### src/rtl/sfr_bank_v2.sv
// sfr_bank_v2: bank of SFR_COUNT per-bit-configurable special function registers in one address window.
// Latency: writes, hardware updates and read-clears land on the next edge; read data and wr_pulse are valid one cycle after the strobe.
// Backpressure: none; every hit access is accepted in its cycle. Optional key-sequence write lock under macro SFR_WR_LOCK_EN.
module sfr_bank_v2 #(
    parameter int unsigned                         SFR_ADDR_WIDTH   = 32,
    parameter int unsigned                         SFR_WIDTH        = 32,
    parameter int unsigned                         SFR_COUNT        = 4,
    parameter logic [SFR_ADDR_WIDTH-1:0]           SFR_BASE_ADDR    = '0,
    parameter logic [SFR_COUNT*SFR_WIDTH-1:0]      IMPLEMENTED_MASK = '0,
    parameter logic [SFR_COUNT*SFR_WIDTH-1:0]      READABLE_MASK    = '0,
    parameter logic [SFR_COUNT*SFR_WIDTH-1:0]      SW_WR_MASK       = '0,
    parameter logic [SFR_COUNT*SFR_WIDTH-1:0]      W1C_MASK         = '0,
    parameter logic [SFR_COUNT*SFR_WIDTH-1:0]      RC_MASK          = '0,
    parameter logic [SFR_COUNT*SFR_WIDTH-1:0]      HW_UPD_MASK      = '0,
    parameter logic [SFR_COUNT*SFR_WIDTH-1:0]      RESET_VALUE      = '0,
    parameter logic [SFR_COUNT*SFR_WIDTH-1:0]      LOCK_MASK        = '0,
    parameter logic [7:0]                          UNLOCK_KEY1      = 8'h55,
    parameter logic [7:0]                          UNLOCK_KEY2      = 8'hAA
) (
    input  logic                               sfr_clk,
    input  logic                               sys_rst_n,
    input  logic [SFR_ADDR_WIDTH-1:0]          sys_addr,
    input  logic                               sys_wr_en,
    input  logic                               sys_rd_en,
    input  logic [SFR_WIDTH-1:0]               sfr_sw_value,
    input  logic [SFR_COUNT*SFR_WIDTH-1:0]     sfr_hw_update,
    input  logic [SFR_COUNT*SFR_WIDTH-1:0]     sfr_hw_value,
    output logic [SFR_COUNT*SFR_WIDTH-1:0]     sfr_value,
    output logic [SFR_WIDTH-1:0]               sfr_rd_data,
    output logic                               sfr_rd_valid,
    output logic [SFR_COUNT-1:0]               sfr_wr_pulse,
    output logic                               sfr_locked
);

    localparam int unsigned N     = SFR_COUNT * SFR_WIDTH;
    localparam int unsigned IDX_W = (SFR_COUNT > 1) ? $clog2(SFR_COUNT) : 1;
    // Size of the data-register window in bytes; the key register sits right after it.
    localparam logic [SFR_ADDR_WIDTH-1:0] WIN_BYTES = SFR_ADDR_WIDTH'(4 * SFR_COUNT);

    logic [N-1:0]              r_regs;
    logic [N-1:0]              w_regs_nxt;
    logic [SFR_WIDTH-1:0]      r_rd_data;
    logic                      r_rd_valid;
    logic [SFR_COUNT-1:0]      r_wr_pulse;

    logic [SFR_ADDR_WIDTH-1:0] w_offset;
    logic                      w_aligned;
    logic                      w_data_hit;
    logic                      w_key_hit;
    logic [IDX_W-1:0]          w_idx;
    logic                      w_wr_hit;
    logic                      w_rd_data_hit;
    logic                      w_rd_any;
    logic                      w_sw_locked;
    logic [N-1:0]              w_wr_bits;
    logic [N-1:0]              w_rd_bits;
    logic [N-1:0]              w_sw_data;
    logic [N-1:0]              w_sw_nxt;
    logic [N-1:0]              w_wr_allow;
    logic [N-1:0]              w_hw_sel;
    logic [N-1:0]              w_sw_sel;
    logic [N-1:0]              w_rc_sel;
    logic [SFR_WIDTH-1:0]      w_rd_word;
    logic [SFR_COUNT-1:0]      w_pulse_nxt;

    // Address decode: addresses below the base wrap to a huge offset and miss the window.
    assign w_offset      = sys_addr - SFR_BASE_ADDR;
    assign w_aligned     = (sys_addr[1:0] == 2'b00);
    assign w_data_hit    = w_aligned && (w_offset < WIN_BYTES);
    assign w_idx         = w_offset[IDX_W+1:2];
    assign w_wr_hit      = sys_wr_en && w_data_hit;
    assign w_rd_data_hit = sys_rd_en && w_data_hit;
    assign w_rd_any      = sys_rd_en && (w_data_hit || w_key_hit);

`ifdef SFR_WR_LOCK_EN
    typedef enum logic [1:0] {
        ST_LOCKED   = 2'd0,
        ST_KEY1     = 2'd1,
        ST_UNLOCKED = 2'd2
    } lock_state_t;

    lock_state_t r_state;
    lock_state_t w_state_nxt;
    logic        w_key_wr;

    assign w_key_hit   = w_aligned && (w_offset == WIN_BYTES);
    assign w_key_wr    = sys_wr_en && w_key_hit;
    // Only the UNLOCKED state lets protected bits through, so a wrong second key also blocks its own write.
    assign w_sw_locked = (r_state != ST_UNLOCKED);
    assign sfr_locked  = w_sw_locked;

    // Lock state register; reset aborts any partial key sequence.
    always_ff @(posedge sfr_clk or negedge sys_rst_n) begin
        if (!sys_rst_n) begin
            r_state <= ST_LOCKED;
        end else begin
            r_state <= w_state_nxt;
        end
    end

    // Key sequence: advances only on hit writes; any out-of-sequence write re-locks.
    always_comb begin
        w_state_nxt = r_state;
        if (w_key_wr || w_wr_hit) begin
            case (r_state)
                ST_LOCKED:   w_state_nxt = (w_key_wr && sfr_sw_value[7:0] == UNLOCK_KEY1) ? ST_KEY1 : ST_LOCKED;
                ST_KEY1:     w_state_nxt = (w_key_wr && sfr_sw_value[7:0] == UNLOCK_KEY2) ? ST_UNLOCKED : ST_LOCKED;
                ST_UNLOCKED: w_state_nxt = ST_LOCKED;
                default:     w_state_nxt = ST_LOCKED;
            endcase
        end
    end
`else
    assign w_key_hit   = 1'b0;
    assign w_sw_locked = 1'b0;
    assign sfr_locked  = 1'b0;
`endif

    // Spread the single-register hit into per-bit write/read select vectors.
    always_comb begin
        w_wr_bits = '0;
        w_rd_bits = '0;
        for (int i = 0; i < SFR_COUNT; i++) begin
            if (w_idx == IDX_W'(i)) begin
                w_wr_bits[i*SFR_WIDTH +: SFR_WIDTH] = {SFR_WIDTH{w_wr_hit}};
                w_rd_bits[i*SFR_WIDTH +: SFR_WIDTH] = {SFR_WIDTH{w_rd_data_hit}};
            end
        end
    end

    // Per-bit next value: hardware beats software beats read-clear beats hold.
    assign w_sw_data  = {SFR_COUNT{sfr_sw_value}};
    assign w_sw_nxt   = (r_regs & W1C_MASK & ~w_sw_data) | (w_sw_data & ~W1C_MASK);
    assign w_wr_allow = SW_WR_MASK & ~(w_sw_locked ? LOCK_MASK : '0);
    assign w_hw_sel   = HW_UPD_MASK & sfr_hw_update;
    assign w_sw_sel   = w_wr_bits & w_wr_allow;
    assign w_rc_sel   = w_rd_bits & RC_MASK;
    assign w_regs_nxt = IMPLEMENTED_MASK &
                        ( (w_hw_sel & sfr_hw_value)
                        | (~w_hw_sel & w_sw_sel & w_sw_nxt)
                        | (~w_hw_sel & ~w_sw_sel & ~w_rc_sel & r_regs));

    // Read mux over the pre-update contents, plus the one-hot write pulse.
    always_comb begin
        w_rd_word   = '0;
        w_pulse_nxt = '0;
        for (int i = 0; i < SFR_COUNT; i++) begin
            if (w_idx == IDX_W'(i)) begin
                w_rd_word      = r_regs[i*SFR_WIDTH +: SFR_WIDTH] & READABLE_MASK[i*SFR_WIDTH +: SFR_WIDTH];
                w_pulse_nxt[i] = w_wr_hit;
            end
        end
    end

    // Register storage; the reset image is clipped to implemented bits.
    always_ff @(posedge sfr_clk or negedge sys_rst_n) begin
        if (!sys_rst_n) begin
            r_regs <= RESET_VALUE & IMPLEMENTED_MASK;
        end else begin
            r_regs <= w_regs_nxt;
        end
    end

    // Registered read port and write pulses; data is forced to 0 whenever valid is low.
    always_ff @(posedge sfr_clk or negedge sys_rst_n) begin
        if (!sys_rst_n) begin
            r_rd_data  <= '0;
            r_rd_valid <= 1'b0;
            r_wr_pulse <= '0;
        end else begin
            r_rd_data  <= w_rd_data_hit ? w_rd_word : '0;
            r_rd_valid <= w_rd_any;
            r_wr_pulse <= w_pulse_nxt;
        end
    end

    assign sfr_value    = r_regs;
    assign sfr_rd_data  = r_rd_data;
    assign sfr_rd_valid = r_rd_valid;
    assign sfr_wr_pulse = r_wr_pulse;

endmodule
### config.mk
export PLATFORM = sky130hd
export DESIGN_NAME = sfr_bank_v2
export DESIGN_NICKNAME = d
export VERILOG_FILES = /design/src/rtl/sfr_bank_v2.sv
export SDC_FILE = /design/constraint.sdc
export NUM_CORES = 1
export LEC_CHECK = 0
export CELL_PAD_IN_SITES_DETAIL_PLACEMENT = 0
export CELL_PAD_IN_SITES_GLOBAL_PLACEMENT = 1
export CORE_AREA = 2 2 193 195
export DETAILED_ROUTE_END_ITERATION = 10
export DIE_AREA = 0 0 195 197
export GPL_TIMING_DRIVEN = 0
export PLACE_DENSITY_LB_ADDON = 0.1
export SYNTH_ARGS = -nofsm -noshare
export SYNTH_HDL_FRONTEND = slang
export SYNTH_SLANG_ARGS = --single-unit
export TNS_END_PERCENT = 1
### constraint.sdc
create_clock -name sfr_clk -period 0.8 [get_ports sfr_clk]
set_clock_uncertainty 0.15 [all_clocks]
set_input_delay 0.16 -clock sfr_clk [delete_from_list [all_inputs] [get_ports sfr_clk]]
set_output_delay 0.16 -clock sfr_clk [all_outputs]
set_load 0.01 [all_outputs]
-- Yosys cells after proc, flatten, opt, wreduce, memory -nomap -nowiden
Index checks and enable logic that the tools add are counted.
- muxes and demuxes: 4
- reductions and logical operators: 5
- eq/ne operators: 3
- magnitude comparators: 1
- operators by type and width (kind ; count):
    $lt 32x5->1 const B ; 1
    $eq 2x2->1 const B ; 2
    $logic_not 2->1 ; 2
    $mux 1 ; 4
    $logic_and 1x1->1 ; 3
    $eq 2x1->1 const B ; 1
- output and inout bits: 166
- logic and storage cells: 15
- input port bits: 324
- register bits: 5

-- Longest topological paths before layout
- word-level depth: 4
- gate-level depth with buffers: 3
- mapped depth without buffers: 3

-- Least setup slack after synthesis
Ideal clock, no wire load.
- kind: in2reg
- start point: in sys_addr[9]
- end point: reg r_wr_pulse[1] (netlist: sfr_wr_pulse[1])
- setup slack: -0.328 ns
- data required time: 0.555 ns
- stages: 3
- arrival: 0.882 ns
- path buffers: 0
- setup time: 0.095 ns
- path through: nor4_1 -> nand4_1 -> nor4b_2
- longest elaborated chain between the ends: 4
- ends and longest elaborated chain (element ; line ; text):
    from (decl) ; 22 ; input logic [SFR_ADDR_WIDTH-1:0] sys_addr,
    $lt 32x5->1 ; 69 ; assign w_data_hit = w_aligned && (w_offset < WIN_BYTES);
    $logic_and 1x1->1 ; 69 ;
    $logic_and 1x1->1 ; 71 ; assign w_wr_hit = sys_wr_en && w_data_hit;
    $mux 1 ; 148 ; if (w_idx == IDX_W'(i)) begin
    via w_pulse_nxt[1] ; 64 ; logic [SFR_COUNT-1:0] w_pulse_nxt;
    to (signal assigned) ; 173 ; r_wr_pulse <= w_pulse_nxt;
    to (decl) ; 44 ; logic [SFR_COUNT-1:0] r_wr_pulse;
The timed path passes the listed nets, and every way through them passes these cells.

-- Final worst setup path
- start point: in sys_addr[29]
- end point: reg r_wr_pulse[1] (netlist: sfr_wr_pulse[1])
The elaborated chain is that of the path after synthesis.

==> results.ini <==
[status]
status = complete, but fails checks
violations = setup timing

[global_routing]
grt_pass1_vias = 1238
grt-ovfl-total = 0
grt_start_max_net_pins = 6
track_usage_pct = 2.35
antenna_found_initial = 0
grt_pass1_wl_mm = 6.84

[critical_path]
critical_path.top_delay_family = simple AND/OR/NAND/NOR gates
worst-setup-path-type = primary input to flop
end_kind = flop
critPathLaunchType = primary input
max_stage_delay_ns = 0.25
crit_arrival_ns = 1.14
critPathMaxFanout = 5
cp_num_buf_inv = 2
required_ns = 0.78
critPathSlowestCell = nor4_1
cp_cell_sequence = clkdlybuf4s15_1, nor4_1, nand4_1, buf_6, nor4b_4

[finish]
regArea_um2 = 125
final_area_um2 = 3200
fin_util_pct = 8.83
final_common_cell = buf_4
multiInputGateArea_um2 = 847
fillers = 4297
antenna_cells = 0
syn_to_final_growth_pct = 117
final_nets = 721
drive_gt1_share_pct = 52.3
mostFrequentLayoutCells = buf_4 (164), conb_1 (161), buf_2 (13)

[place]
dp_slack_ns = -1.44
placed_cell_area_um2 = 3060
port_buffers = 40
hpwl_mm = 4.88
place.gp.congestion = 0.613

[routing]
drc = 0
routedWlPerCell_um = 5.92
first_iter_violations = 21
num_vias = 1315
viasPerCell = 1.52
routed_wl_mm = 5.11
dr.pass1.iters = 4
final_antenna_net_count = 0

[clock_network]
cts_tree = yes
clock_sinks = 5
cts_root_buf = clkbuf_16
ctsHoldBuffers = 0
cts_max_path_buffers = 2
path_clk_slew_ns = 0.03
h-tree-depth = 1
cts_buffers = 3

[power_and_ir_drop]
power_mw = 2.25
ir_drop_v = 0.000518
pwr_density_cell_nw_per_um2 = 702
p_leak_nw = 1.77

[floorplan]
die_h_um = 197
fp-row-count = 70
ios = 490
core-area_um2 = 36300
initial_utilization_pct = 4.08
die_area_um2 = 38400
die_w_um = 195

[yosys]
synth.distinct_cells = 13
yosys_register_bits = 5
yosysWarningCount = 0
syn_inst = 187
netlist_area_um2 = 1480
ys_seq_area_share_pct = 8.47
synth.avg_cell_area_um2 = 7.90

[timing]
finalCritPeriodShare_pct = 145
rsz0062_at_grt = true
finalHoldViolations = 0
worst_slack_ns = -0.360
final_max_slew_viol_count = 0
setup_viol = 10
post-route-min-period_ns = 1.16
max_freq_mhz = 862

[worst_hold_path]
min_path_type = primary input to asynchronous set/reset pin

[flow_run]
max-cap-violations = 0

cell usage after synthesis (all sizes together):
library cell	number	area, um2
conb	1	3.75
nor3	2	10.0
nand4	2	12.5
nand2	2	7.51
nor4b	1	15.0
nand3	1	5.00
nor3b	1	7.51
nor4	9	75.1
buf	161	1210
nor2	1	3.75
dfrtp	5	125
inv	1	3.75
logic make-up (layout without fill, tap and decap cells):
logic type             Yosys count  in the layout  share of synthesized area [%]
buffers and inverters          162            211                           82.0
flip-flops                       5              5                           8.47
AND/OR/NAND/NOR                 19             19                           9.23
other                            1            161                          0.254
final cells by class:
type                            instances  share of cell area, %
Buffer                                161                   37.8
Timing Repair Buffer                   45                   11.0
Sequential cell                         5                   3.91
Inverter                                1                  0.117
Multi-Input combinational cell        180                   26.5
Tap cell                              468                   18.3
Clock buffer                            4                   2.46
where the power goes:
group           switching [mW]  leakage, nW  internal (mW)
clock                    0.148       0.0382          0.659
combinational            0.554         1.67          0.631
sequential     0.0000000000451       0.0699          0.255
metrics by stage:
stage          cells  setup TNS [ns]  hold slack [ns]
3_3_place_gp     855           -8.79            0.247
2_1_floorplan    347           -1.46           -0.286
4_1_cts          864           -3.17           0.0164
6_report         864           -2.65          0.00666
5_1_grt          864           -3.04           0.0262
3_5_place_dp     855           -8.85            0.249
worst max path at each step:
| stage | startpoint | to | slack [ns] | depth (start not counted) |
|---|---|---|---|---|
| floorplan | sys_addr[9] | sfr_wr_pulse[1]$_DFF_PN0_ | -0.33 | 3 |
| global placement | sys_addr[27] | sfr_wr_pulse[0]$_DFF_PN0_ | -1.43 | 4 |
| detailed placement | sys_addr[27] | sfr_wr_pulse[0]$_DFF_PN0_ | -1.44 | 4 |
| CTS | sys_addr[18] | sfr_wr_pulse[1]$_DFF_PN0_ | -0.43 | 5 |
| global route | sys_addr[14] | sfr_wr_pulse[1]$_DFF_PN0_ | -0.40 | 5 |
| finish | sys_addr[29] | sfr_wr_pulse[1]$_DFF_PN0_ | -0.36 | 5 |
sequential cells by signal, summed over array words and instances, names as in the netlist:
signal,count
sfr_wr_pulse,4
sfr_rd_valid,1
layer usage:
layer  track usage (%)  share of wire [%]
met1              1.67                 27
met2              4.97                 55
met3              1.73                 19
met4             0.170                  0
met5                 0                  0
timing repair:
item                                    CTS  global route
buffers inserted                          5             1
resized for setup                       112            26
pin swaps                                13            13
endpoints found under the setup margin   10            10
No activity file was read; power rests on OpenSTA's default activity.
